### src/rtl/instruction_fetch_unit_pkg.sv
// Shared types and constants for the MIPS instruction fetch slice.
package mips_fetch_pkg;

    typedef enum logic {
        RUN   = 1'b0,
        FAULT = 1'b1
    } fetch_state_t;

    // Byte address to word index shift for the instruction memory.
    localparam int WORD_SHIFT = 2;

    // Value shown on inst_data while nothing has been fetched yet.
    localparam logic [31:0] INST_NOP = 32'h0;

    // Entries in the skid buffer between memory and decode.
    localparam int BUF_DEPTH = 2;

    typedef struct packed {
        logic [31:0] pc;
        logic [31:0] inst;
    } fetch_entry_t;

endpackage

### src/rtl/instruction_fetch_unit_if.sv
// Bus bundle between the fetch unit, instruction memory, execute and decode.
interface instruction_fetch_unit_if;
    logic [31:0] imem_addr;
    logic [31:0] imem_rdata;
    logic        redirect_valid;
    logic [31:0] redirect_pc;
    logic        inst_valid;
    logic        inst_ready;
    logic [31:0] inst_data;
    logic [31:0] inst_pc;
    logic        fault;
    logic [31:0] fault_pc;

    // Fetch unit side.
    modport master (
        output imem_addr,
        input  imem_rdata,
        input  redirect_valid,
        input  redirect_pc,
        output inst_valid,
        input  inst_ready,
        output inst_data,
        output inst_pc,
        output fault,
        output fault_pc
    );

    // Environment side: memory, execute and decode.
    modport slave (
        input  imem_addr,
        output imem_rdata,
        output redirect_valid,
        output redirect_pc,
        input  inst_valid,
        output inst_ready,
        input  inst_data,
        input  inst_pc,
        input  fault,
        input  fault_pc
    );
endinterface

### src/rtl/instruction_fetch_unit_skid_fifo.sv
// Two-entry {pc, inst} skid buffer; flush wins over push and pop.
module fetch_skid_fifo
    import mips_fetch_pkg::*;
(
    input  logic        clk,
    input  logic        rst,
    input  logic        push,
    input  logic        pop,
    input  logic        flush,
    input  logic [31:0] push_pc,
    input  logic [31:0] push_inst,
    output logic [31:0] head_pc,
    output logic [31:0] head_inst,
    output logic [1:0]  count
);

    fetch_entry_t entries [BUF_DEPTH];
    logic         rd_ptr;
    logic         wr_ptr;

    assign head_pc   = entries[rd_ptr].pc;
    assign head_inst = entries[rd_ptr].inst;

    // Pointer, occupancy and storage update.
    always_ff @(posedge clk) begin
        // NOTE: every register here uses <= so all updates see the pre-edge values.
        if (rst) begin
            rd_ptr <= 1'b0;
            wr_ptr <= 1'b0;
            count  <= 2'd0;
            // NOTE: storage is reset because its head is a visible output (inst_data/inst_pc = 0).
            for (int i = 0; i < BUF_DEPTH; i++) begin
                entries[i] <= '{pc: 32'h0, inst: INST_NOP};
            end
        end else if (flush) begin
            count  <= 2'd0;
            wr_ptr <= rd_ptr;
        end else begin
            if (push) begin
                entries[wr_ptr] <= '{pc: push_pc, inst: push_inst};
                wr_ptr          <= ~wr_ptr;
            end
            if (pop) begin
                rd_ptr <= ~rd_ptr;
            end
            count <= count + 2'(push) - 2'(pop);
        end
    end

endmodule

### src/rtl/instruction_fetch_unit.sv
// Instruction fetch: PC sequencing, credit-based issue, epoch-tagged capture,
// redirect handling and a sticky misaligned-target fault.
module instruction_fetch_unit
    import mips_fetch_pkg::*;
#(
    parameter logic [31:0] RESET_PC = 32'h0000_0000
) (
    input  logic                      clk,
    input  logic                      rst,
    instruction_fetch_unit_if.master  bus
);

    fetch_state_t state;
    logic [31:0]  pc;
    logic [31:0]  req_pc;
    logic         req_epoch;
    logic         epoch;
    logic         inflight;
    logic [31:0]  fault_pc_q;

    logic [1:0]   count;
    logic [2:0]   credit_use;
    logic         pop;
    logic         push;
    logic         issue;
    logic         redirect_hit;
    logic         misaligned;

    assign redirect_hit   = bus.redirect_valid && (state == RUN);
    assign misaligned     = (bus.redirect_pc[1:0] != 2'b00);

    assign bus.imem_addr  = pc >> WORD_SHIFT;
    assign bus.inst_valid = (count != 2'd0) && !bus.redirect_valid && (state == RUN);
    assign bus.fault      = (state == FAULT);
    assign bus.fault_pc   = fault_pc_q;

    assign pop        = bus.inst_valid && bus.inst_ready;
    // Slots already claimed once this cycle's pop frees one.
    assign credit_use = 3'(count) + 3'(inflight) - 3'(pop);

    // Issue and capture decisions; both are blocked by a redirect or a fault.
    always_comb begin
        // NOTE: defaults first so no path leaves issue/push unassigned (no latch).
        issue = 1'b0;
        push  = 1'b0;
        if ((state == RUN) && !bus.redirect_valid) begin
            issue = (credit_use < 3'(BUF_DEPTH));
            push  = inflight && (req_epoch == epoch);
        end
    end

    fetch_skid_fifo u_fifo (
        .clk       (clk),
        .rst       (rst),
        .push      (push),
        .pop       (pop),
        .flush     (redirect_hit),
        .push_pc   (req_pc),
        .push_inst (bus.imem_rdata),
        .head_pc   (bus.inst_pc),
        .head_inst (bus.inst_data),
        .count     (count)
    );

    // PC, in-flight tracking, epoch and fault state machine.
    always_ff @(posedge clk) begin
        if (rst) begin
            state      <= RUN;
            pc         <= RESET_PC;
            req_pc     <= 32'h0;
            req_epoch  <= 1'b0;
            epoch      <= 1'b0;
            inflight   <= 1'b0;
            fault_pc_q <= 32'h0;
        end else begin
            inflight <= issue;
            if (issue) begin
                req_pc    <= pc;
                req_epoch <= epoch;
                pc        <= pc + 32'd4;
            end
            if (redirect_hit) begin
                if (misaligned) begin
                    state      <= FAULT;
                    fault_pc_q <= bus.redirect_pc;
                end else begin
                    pc    <= bus.redirect_pc;
                    epoch <= ~epoch;
                end
            end
        end
    end

endmodule

### src/flat_wrapper.sv
// flat-port wrapper written by rule: the top's interface ports become plain ports
module instruction_fetch_unit_flat import mips_fetch_pkg::*;
#(
    parameter logic [31:0] RESET_PC = 32'h0000_0000
)
  (clk, rst, bus_imem_addr, bus_imem_rdata, bus_redirect_valid, bus_redirect_pc, bus_inst_valid, bus_inst_ready, bus_inst_data, bus_inst_pc, bus_fault, bus_fault_pc);
  instruction_fetch_unit_if bus_i ();
  input  logic clk;
  input  logic rst;
  output wire logic [$bits(bus_i.imem_addr)-1:0] bus_imem_addr;
  input wire logic [$bits(bus_i.imem_rdata)-1:0] bus_imem_rdata;
  input wire logic [$bits(bus_i.redirect_valid)-1:0] bus_redirect_valid;
  input wire logic [$bits(bus_i.redirect_pc)-1:0] bus_redirect_pc;
  output wire logic [$bits(bus_i.inst_valid)-1:0] bus_inst_valid;
  input wire logic [$bits(bus_i.inst_ready)-1:0] bus_inst_ready;
  output wire logic [$bits(bus_i.inst_data)-1:0] bus_inst_data;
  output wire logic [$bits(bus_i.inst_pc)-1:0] bus_inst_pc;
  output wire logic [$bits(bus_i.fault)-1:0] bus_fault;
  output wire logic [$bits(bus_i.fault_pc)-1:0] bus_fault_pc;
  assign bus_imem_addr = bus_i.imem_addr;
  assign bus_i.imem_rdata = bus_imem_rdata;
  assign bus_i.redirect_valid = bus_redirect_valid;
  assign bus_i.redirect_pc = bus_redirect_pc;
  assign bus_inst_valid = bus_i.inst_valid;
  assign bus_i.inst_ready = bus_inst_ready;
  assign bus_inst_data = bus_i.inst_data;
  assign bus_inst_pc = bus_i.inst_pc;
  assign bus_fault = bus_i.fault;
  assign bus_fault_pc = bus_i.fault_pc;
  instruction_fetch_unit #(.RESET_PC(RESET_PC)) u_core (.clk(clk), .rst(rst), .bus(bus_i));
endmodule
### config.mk
export PLATFORM = sky130hd
export DESIGN_NAME = instruction_fetch_unit_flat
export DESIGN_NICKNAME = d
export VERILOG_FILES = /design/src/rtl/instruction_fetch_unit_pkg.sv /design/src/rtl/instruction_fetch_unit_if.sv /design/src/rtl/instruction_fetch_unit_skid_fifo.sv /design/src/rtl/instruction_fetch_unit.sv /design/src/flat_wrapper.sv
export SDC_FILE = /design/constraint.sdc
export NUM_CORES = 1
export LEC_CHECK = 0
export BUFFER_PORTS_ARGS = -buffer_cell sky130_fd_sc_hd__buf_2
export CAP_MARGIN = 40
export CORE_ASPECT_RATIO = 0.5
export CORE_MARGIN = 8
export CORE_UTILIZATION = 55
export CTS_CLUSTER_DIAMETER = 60
export DETAILED_ROUTE_END_ITERATION = 6
export PLACE_DENSITY = 0.8
export SETUP_SLACK_MARGIN = 0.1
export SYNTH_ARGS = -nofsm -noshare
export SYNTH_HDL_FRONTEND = slang
export SYNTH_HIERARCHICAL = 1
export SYNTH_SLANG_ARGS = --single-unit
### constraint.sdc
create_clock -name clk -period 3.6 [get_ports clk]
set_input_delay 0.36 -clock clk [delete_from_list [all_inputs] [get_ports clk]]
set_output_delay 0.36 -clock clk [all_outputs]
set_load 0.005 [all_outputs]
==> results of run 1 <==
==> state kept, by name (all words and copies together) (netlist names), 2 cells and up, named ones only <==
signal / cells
u_core/bus.fault_pc: 32
u_core/pc: 32
u_core/req_pc: 32
u_core/u_fifo/count: 2
u_core/u_fifo/entries: 128
==> worst register-to-register path, delay by kind of cell, from the launching register on <==
family | cells | cell delay, ns
simple gates | 6 | 1.48
flops | 1 | 0.42
fa+ha+maj | 2 | 0.76
xor+xnor | 1 | 0.11
compound gates | 2 | 0.38
==> final cells by class <==
| cell class | count | area share [%] |
|---|---|---|
| inverters | 8 | 0.2514 |
| multi-input cells | 582 | 30.54 |
| clock buffers | 25 | 4.860 |
| repair buffers | 214 | 10.03 |
| flip-flops and latches | 233 | 49.79 |
| clock inverters | 12 | 2.011 |
| well taps | 240 | 2.514 |
==> path summary, 6_finish.rpt <==
check                    startpoint                     end  cells after the start
max                u_core/bus.fault           u_core/pc[17]                     11
min             bus_redirect_pc[30]           u_core/pc[30]                      2
max reg2reg        u_core/bus.fault           u_core/pc[17]                     11
min reg2reg  u_core/bus.fault_pc[2]  u_core/bus.fault_pc[2]                      2
==> per-layer routing <==
metal  wire length, um  track usage [%]
met5                 0                0
met4               741            6.165
met3              1451            3.700
met2             11710            32.42
met1             11170            27.49
==> placed cells by master, fill, tap and decap left out, types with 2 or more instances in the layout <==
cell type and n:
a211oi_1 21, a211oi_2 3, a21o_2 2, a21oi_1 65
a22o_1 2, a311oi_1 4, and2_1 7, and3_1 131
and4_1 3, buf_12 3, buf_16 2, buf_2 194
buf_4 15, bufinv_16 7, clkbuf_16 21, clkbuf_8 4
clkinv_1 2, clkinvlp_4 3, conb_1 2, dfxtp_1 104
edfxtp_1 128, ha_1 4, inv_1 7, mux2_2 64
nand2_1 141, nand3_1 10, nand4_1 8, nor2_1 40
nor2_4 2, nor2b_1 2, nor3_1 16, nor4_1 3
nor4_4 2, o21ai_0 3, or3_1 3, xnor2_1 26
xor2_1 7
==> repair_timing <==
item,in CTS,in global routing
setup endpoints to repair,4,48
setup buffers,1,0
resized for setup,0,1
pin swaps,1,0
==> power by group through the flow <==
stage,Combinational [mW],Clock [mW],Sequential (mW)
2_1_floorplan,0.286,0,3.02
3_3_place_gp,0.431,0,3.03
3_5_place_dp,0.454,0,3.04
4_1_cts,0.458,2.68,2.98
5_1_grt,0.499,2.76,2.99
6_report,0.455,2.63,2.98
==> cell families after synthesis <==
family	after synthesis	share of synthesized area [%]
buf+inv	110	6.664
fa+ha+maj	5	0.6835
mux	65	7.128
flops	233	58.00
xor+xnor	33	2.820
compound gates	102	6.005
simple gates	375	18.66
other cells	1	0.03658
==> metrics by stage <==
stage	cell area, um2	cells
2_1_floorplan	10250	925
3_3_place_gp	11020	1272
3_5_place_dp	11110	1276
4_1_cts	11940	1314
5_1_grt	11950	1314
6_report	11950	1314
==> impl_metrics.json, run 1 <==
{
  "multi_input_area_um2": 3649,
  "cp.required_ns": 4.00,
  "synth_common_cells": "nand2_1 (142), and3_1 (131), edfxtp_1 (128)",
  "synth_most_common_cell": "nand2_1",
  "clk_latency_ns": 0.49,
  "drtIter0Drc": 594,
  "cp-end-kind": "flip-flop",
  "setup_tns_ns": 0,
  "clockPowerShare_pct": 43.4,
  "num_io_pins": 198,
  "synth_top_flop_cell": "edfxtp_1",
  "path_cells": "nor2_1, o21a_1, and2_1, ha_1, nand2b_1, fa_1, nor3b_2, nand4_2, nor3_1, xnor2_1, a211oi_1",
  "min_period_ns": 3.238,
  "dpl.hpwl_mm": 16.58,
  "report.final.slew_viol_count": 0,
  "ff2ff_setup_slack_ns": 0.36,
  "crit_family": "simple AND/OR/NAND/NOR gates",
  "status": "complete, no violations",
  "cp_max_fo": 10,
  "num_rows": 35,
  "gp_congestion": 0.8703,
  "holdWs_ns": 0.1051,
  "cts.htree.levels": 1,
  "p_sw_share_pct": 21.82,
  "fin_nets": 1133,
  "root_buffer": "clkbuf_16",
  "coreArea_um2": 18350,
  "grt_overflow": 0,
  "synth_area_um2": 10250,
  "ys_seq_elements": 233,
  "synth_edf_count": 128,
  "synthTopCellsByArea": "edfxtp_1 (37%), dfxtp_1 (21%), and3_1 (8.0%), mux2_2 (7.0%), nand2_1 (5.2%)",
  "p_seq_share_pct": 49.1,
  "setup_ws_ns": 0.3615,
  "syn_area_per_cell_um2": 11.09,
  "criticalPathCategory": "flip-flop to flip-flop",
  "portBuffers": 195,
  "ir_worst_vdd_mv": 0.3102,
  "holdBufCountCts": 0,
  "dr.pass1.iters": 5,
  "p_switching_mw": 1.324,
  "drc_errors": 0,
  "crit_buf_inv": 0,
  "routedWlPerCell_um": 19.08,
  "cts_sinks": 233,
  "critPathSlowestCell": "fa_1",
  "fmax_ghz": 0.3088,
  "synth_top_area_share_pct": 37.50,
  "syn_inst": 924,
  "ys_types": 43,
  "avgViaCountPerCell": 5.626,
  "finalHoldViolCount": 0,
  "clk_pin_slew_ns": 0.07,
  "area_growth_pct": 16.53,
  "maxSlewHeadroom_pct": 48.23,
  "fill_cells": 1338,
  "power_density_nw_per_um2": 508.1,
  "grt.total_usage_pct": 20.15,
  "seq_area_frac_synth_pct": 58.00,
  "place_ws_ns": -0.07544,
  "yosysWarningCount": 6,
  "vias": 7393,
  "comb_power_share_pct": 7.5,
  "cts_made_buffers": 21,
  "antenna_found_initial": 0,
  "grt_start_max_net_pins": 73,
  "max_stage_delay_ns": 0.48,
  "power.leakage_nw": 5.206,
  "skew_ns": 0.008107,
  "die_x_um": 209.1,
  "setup_viol": 0,
  "cts_tree": "built",
  "worstPathArrival_ns": 3.64,
  "clockBufferDepth": 3,
  "wl_mm": 25.08,
  "yosysTopAreaCell": "edfxtp_1",
  "p_int_mw": 4.745,
  "initial_core_util_pct": 55.87,
  "post-route-period-util_pct": 89.96,
  "fin_total_pwr_mw": 6.069,
  "die-area_um2": 23530,
  "cap_violations": 0,
  "drtAntennaViolNets": 0,
  "rsz0062_at_grt": "no",
  "die_y_um": 112.5,
  "post-route-util_pct": 65.10,
  "regArea_um2": 5947,
  "min_path_type": "primary input to flip-flop",
  "async_flop_share_pct": 0,
  "startpoint_type": "flip-flop",
  "grt_pass1_vias": 7320,
  "drive_gt1_share_pct": 30.82,
  "tightest_slew_ns": 0.7766,
  "grt_first_pass_wirelength_mm": 39.12,
  "antenna-diode-count": 0
}
Note: power is estimated with default switching activity, not from simulation.
==> inputs of run 2 (changes only) <==
--- a/config.mk
+++ b/config.mk
@@ -12,7 +12,7 @@
 export CORE_UTILIZATION = 55
 export CTS_CLUSTER_DIAMETER = 60
 export DETAILED_ROUTE_END_ITERATION = 6
-export PLACE_DENSITY = 0.8
+export PLACE_DENSITY_LB_ADDON = 0.08
 export SETUP_SLACK_MARGIN = 0.1
 export SYNTH_ARGS = -nofsm -noshare
 export SYNTH_HDL_FRONTEND = slang
==> run 2 against run 1 <==
Against the previous run:
- core utilization is 0.60 points lower
- sequential cell count unchanged
- global-route usage is 0.064 points higher
- cell count is essentially flat
- first-iteration DRC count down 15%
- clock power is 11% lower
- final area shrank 0.92%
- non-clock buffer count rose by 1
- via count shrank 3.0%
- sequential share of layout area is 0.46 points higher
- maximum frequency rose by 1.8%
- critical path type unchanged
- critical endpoint is now u_core/pc[31]
- largest cell class unchanged
==> impl_metrics.json, run 2 (same netlist as run 1, synthesis figures left out) <==
{
  "rsz0062_at_grt": "no",
  "num_io_pins": 198,
  "criticalPathCategory": "flip-flop to flip-flop",
  "area_growth_pct": 15.45,
  "coreArea_um2": 18350,
  "cp_max_fo": 10,
  "ir_worst_vdd_mv": 0.2748,
  "holdWs_ns": 0.1207,
  "path_cells": "nor2_1, o21a_1, and2_1, ha_1, nand2b_1, fa_1, nor3b_2, nand4_2, nor4_1, xnor2_1, a211oi_2",
  "power.leakage_nw": 5.157,
  "p_int_mw": 4.500,
  "multi_input_area_um2": 3649,
  "report.final.slew_viol_count": 0,
  "startpoint_type": "flip-flop",
  "gp_congestion": 0.8675,
  "maxSlewHeadroom_pct": 39.46,
  "routedWlPerCell_um": 18.63,
  "regArea_um2": 5947,
  "critPathSlowestCell": "fa_1",
  "post-route-period-util_pct": 88.33,
  "cts_sinks": 233,
  "die_x_um": 209.1,
  "clockBufferDepth": 3,
  "power_density_nw_per_um2": 487.8,
  "fill_cells": 1519,
  "grt.total_usage_pct": 20.21,
  "min_path_type": "primary input to flip-flop",
  "cts.htree.levels": 1,
  "drive_gt1_share_pct": 30.23,
  "final_common_cell": "buf_2",
  "largest_register_ffs": 128,
  "initial_core_util_pct": 55.87,
  "grt_start_max_net_pins": 65,
  "drtIter0Drc": 505,
  "p_sw_share_pct": 22.06,
  "holdBufCountCts": 0,
  "post-route-util_pct": 64.50,
  "layout_common_cells": "buf_2 (194), nand2_1 (141), and3_1 (131)",
  "fin_total_pwr_mw": 5.773,
  "antenna_found_initial": 0,
  "grt_overflow": 0,
  "antenna-diode-count": 0,
  "die-area_um2": 23530,
  "stdcell_area_um2": 11840,
  "p_switching_mw": 1.274,
  "clk_latency_ns": 0.49,
  "cp.required_ns": 4.01,
  "wl_mm": 24.50,
  "fin_nets": 1134,
  "p_seq_share_pct": 51.6,
  "drc_errors": 0,
  "top_register": "u_core/u_fifo/entries",
  "cts_tree": "built",
  "fmax_ghz": 0.3145,
  "crit_buf_inv": 0,
  "comb_power_share_pct": 7.8,
  "root_buffer": "clkbuf_16",
  "portBuffers": 195,
  "finalHoldViolCount": 0,
  "vias": 7173,
  "status": "complete, no violations",
  "grt_pass1_vias": 7084,
  "cp-end-kind": "flip-flop",
  "avgViaCountPerCell": 5.455,
  "grt_first_pass_wirelength_mm": 38.90,
  "dpl.hpwl_mm": 16.30,
  "max_stage_delay_ns": 0.47,
  "dpl_cell_area_um2": 11100,
  "cts_made_buffers": 21,
  "dr.pass1.iters": 4,
  "min_period_ns": 3.180,
  "num_rows": 35,
  "setup_tns_ns": 0,
  "crit_family": "simple AND/OR/NAND/NOR gates",
  "clockPowerShare_pct": 40.6,
  "tightest_slew_ns": 0.9063,
  "cap_violations": 0,
  "clk_pin_slew_ns": 0.07,
  "worstPathArrival_ns": 3.59,
  "skew_ns": 0.009847,
  "die_y_um": 112.5,
  "drtAntennaViolNets": 0,
  "setup_viol": 0
}
run 2: metrics by stage:
step / instances / worst slack, ns
after detailed placement: 1276 / 0.04520
after CTS: 1313 / 0.1094
final: 1315 / 0.4200
after floorplan: 925 / 0.6055
after global placement: 1272 / 0.1043
after global routing: 1315 / 0.1431
run 2: repair_timing:
action,in CTS,in global routing
buffers inserted,0,2
setup endpoints to repair,0,12
endpoints found under the hold margin,0,0
resized for setup,0,1
run 2: path summary, 6_finish.rpt:
check,start,to,slack (ns),cells after the start
worst min register to register,u_core/bus.fault_pc[27],u_core/bus.fault_pc[27],0.45,2
worst max-delay path,u_core/bus.fault,u_core/pc[31],0.42,11
worst min-delay path,bus_redirect_pc[30],u_core/pc[30],0.12,2
worst max register to register,u_core/bus.fault,u_core/pc[31],0.42,11
run 2: cell type report:
cell class | count | share of cell area (%)
Clock buffer | 30 | 4.895
Clock inverter | 7 | 1.152
Inverter | 8 | 0.2537
Multi-Input combinational cell | 582 | 30.83
Sequential cell | 233 | 50.25
Tap cell | 240 | 2.537
Timing Repair Buffer | 215 | 10.09
run 2: power groups by stage:
stage	registers [mW]	clock network [mW]	logic, mW
5_1_grt	2.99	2.50	0.501
3_3_place_gp	3.03	0	0.438
3_5_place_dp	3.04	0	0.456
4_1_cts	2.98	2.39	0.459
6_report	2.98	2.34	0.452
2_1_floorplan	3.02	0	0.286
run 2: layer usage:
layer | track usage [%] | wire length (um) | up-vias
met1 | 29.21 | 11930 | 3456
met5 | 0 | 0 | -
met2 | 31.05 | 10940 | 185
met4 | 3.083 | 310 | 0
li1 | - | - | 3508
met3 | 4.840 | 1325 | 24
==> inputs of run 3 (changes only) <==
--- a/config.mk
+++ b/config.mk
@@ -13,6 +13,7 @@
 export CTS_CLUSTER_DIAMETER = 60
 export DETAILED_ROUTE_END_ITERATION = 6
 export PLACE_DENSITY_LB_ADDON = 0.08
+export RECOVER_POWER = 50
 export SETUP_SLACK_MARGIN = 0.1
 export SYNTH_ARGS = -nofsm -noshare
 export SYNTH_HDL_FRONTEND = slang
==> run 3 against run 2 <==
Against the previous run:
- the run now ends with capacitance limit, slew limit left
- first-iteration DRC count up 4.6%
- global-route usage unchanged
- cell count unchanged
- die area unchanged
- critical endpoint is now u_core/u_fifo/entries[1][28]
==> impl_metrics.json, run 3 (same netlist as run 1, synthesis figures left out) <==
{
  "criticalPathCategory": "flip-flop to flip-flop",
  "worstPathArrival_ns": 3.56,
  "path_cells": "nor2b_1, nor2_1, clkbuf_2, buf_4, and3_1",
  "gp_congestion": 0.8675,
  "cp_max_fo": 59,
  "vias": 7168,
  "antenna-diode-count": 0,
  "holdBufCountCts": 0,
  "comb_power_share_pct": 7.6,
  "root_buffer": "clkbuf_16",
  "startpoint_type": "flip-flop",
  "die-area_um2": 23530,
  "fill_cells": 1553,
  "final_cells": 1315,
  "power_density_nw_per_um2": 491.1,
  "dpl_cell_area_um2": 11100,
  "timing.rr.end": "u_core/u_fifo/entries[1][28]",
  "p_sw_share_pct": 22.12,
  "min_period_ns": 3.211,
  "rsz0062_at_grt": "no",
  "stdcell_area_um2": 11740,
  "fin_total_pwr_mw": 5.763,
  "top_register": "u_core/u_fifo/entries",
  "grt_first_pass_wirelength_mm": 38.90,
  "worstRegToRegCells": 5,
  "coreArea_um2": 18350,
  "num_io_pins": 198,
  "portBuffers": 195,
  "cts_tree": "built",
  "drc_errors": 0,
  "clk_pin_slew_ns": 0.07,
  "setup_viol": 0,
  "skew_ns": 0.009222,
  "avgViaCountPerCell": 5.451,
  "multi_input_area_um2": 3638,
  "initial_core_util_pct": 55.87,
  "cap_violations": 1,
  "post-route-util_pct": 63.96,
  "report.final.slew_viol_count": 26,
  "dp.cells": 1276,
  "wl_mm": 24.49,
  "clockBufferDepth": 3,
  "violations": "capacitance limit, slew limit",
  "routedWlPerCell_um": 18.63,
  "setup_ws_ns": 0.3892,
  "grt_start_max_net_pins": 65,
  "post-route-period-util_pct": 89.19,
  "drtIter0Drc": 528,
  "grt_util_met1_pct": 29.21,
  "gr-usage-met3_pct": 4.840,
  "tightest_slew_ns": 1.503,
  "met2_usage_pct": 31.05,
  "grt_overflow": 0,
  "regArea_um2": 5946,
  "clk_latency_ns": 0.49,
  "die_y_um": 112.5,
  "timing.rr.start": "u_core/bus.fault",
  "die_x_um": 209.1,
  "p_seq_share_pct": 51.7,
  "layout_common_cells": "buf_2 (142), nand2_1 (141), and3_1 (131)",
  "cts_made_buffers": 21,
  "cts.htree.levels": 1,
  "num_rows": 35,
  "path_depth": 5,
  "min_from": "bus_redirect_pc[21]",
  "grt_pass1_vias": 7084,
  "antenna_found_initial": 0,
  "dr.pass1.iters": 5,
  "p_switching_mw": 1.275,
  "min_path_type": "primary input to flip-flop",
  "place_ws_ns": 0.04520,
  "setup_tns_ns": 0,
  "largest_register_ffs": 128,
  "grt.busiest_layer": "met2",
  "min_to": "u_core/bus.fault_pc[21]",
  "dpl.hpwl_mm": 16.30,
  "finalHoldViolCount": 0,
  "maxSlewHeadroom_pct": -0.1689,
  "ff2ff_setup_slack_ns": 0.39,
  "area_growth_pct": 14.48,
  "crit_buf_inv": 2,
  "cp.required_ns": 3.95,
  "status": "finished, violations left",
  "drive_gt1_share_pct": 24.93,
  "cts_sinks": 233,
  "ir_worst_vdd_mv": 0.2806,
  "fin_nets": 1134,
  "power.leakage_nw": 4.934,
  "cp-end-kind": "flip-flop",
  "grt.total_usage_pct": 20.21,
  "drtAntennaViolNets": 0,
  "p_int_mw": 4.488,
  "final_common_cell": "buf_2",
  "crit_family": "simple AND/OR/NAND/NOR gates",
  "min_path_cells": 3,
  "fmax_ghz": 0.3115,
  "clockPowerShare_pct": 40.7,
  "max_stage_delay_ns": 0.88,
  "holdWs_ns": 0.1216,
  "critPathSlowestCell": "nor2_1"
}
run 3: changes by cell type in the layout (fill, tap and decap cells not counted), moves of 3 or more:
cell | previous run | this run
buf_4 | 16 | 13
clkbuf_2 | 0 | 3
clkbuf_1 | 7 | 60
buf_2 | 194 | 142
run 3: power by group through the flow:
| stage | clock (mW) | sequential (mW) | combinational, mW |
|---|---|---|---|
| 4_1_cts | 2.39 | 2.98 | 0.459 |
| 2_1_floorplan | 0 | 3.02 | 0.286 |
| 6_report | 2.34 | 2.98 | 0.439 |
| 5_1_grt | 2.50 | 2.99 | 0.486 |
| 3_3_place_gp | 0 | 3.03 | 0.438 |
| 3_5_place_dp | 0 | 3.04 | 0.456 |
run 3: worst max-delay path by stage:
stage | slack (ns) | start | to
floorplan | 0.61 | u_core/bus.fault | u_core/pc[8]
global placement | 0.10 | bus_redirect_valid | u_core/pc[20]
detailed placement | 0.05 | bus_redirect_valid | u_core/pc[20]
CTS | 0.11 | u_core/bus.fault | u_core/pc[20]
global route | 0.08 | u_core/bus.fault | u_core/u_fifo/entries[0][10]
finish | 0.39 | u_core/bus.fault | u_core/u_fifo/entries[1][28]
run 3: repair_timing:
item | 4_1_cts | 5_1_grt
hold endpoints to repair | 0 | 0
setup endpoints to repair | 0 | 12
resized for setup | 0 | 1
setup buffers | 0 | 2
run 3: worst register-to-register path, cell delays in order (launching register included):
cell and delay, ns:
dfxtp_1 0.41, nor2b_1 0.22, nor2_1 0.88, clkbuf_2 0.75
buf_4 0.57, and3_1 0.24
run 3: cell type report:
cell class                 instances  share of cell area [%]
timing repair buffer             215                   9.415
tap                              240                   2.559
multi-input combinational        582                   31.01
sequential                       233                   50.67
clock buffer                      30                   4.937
inverter                           8                  0.2559
clock inverter                     7                   1.162
run 3: layer usage:
metal	part of all wire, %	vias to the layer above
met5	0	-
met3	5.6	24
li1	-	3505
met1	49	3465
met4	1.3	0
met2	44	174
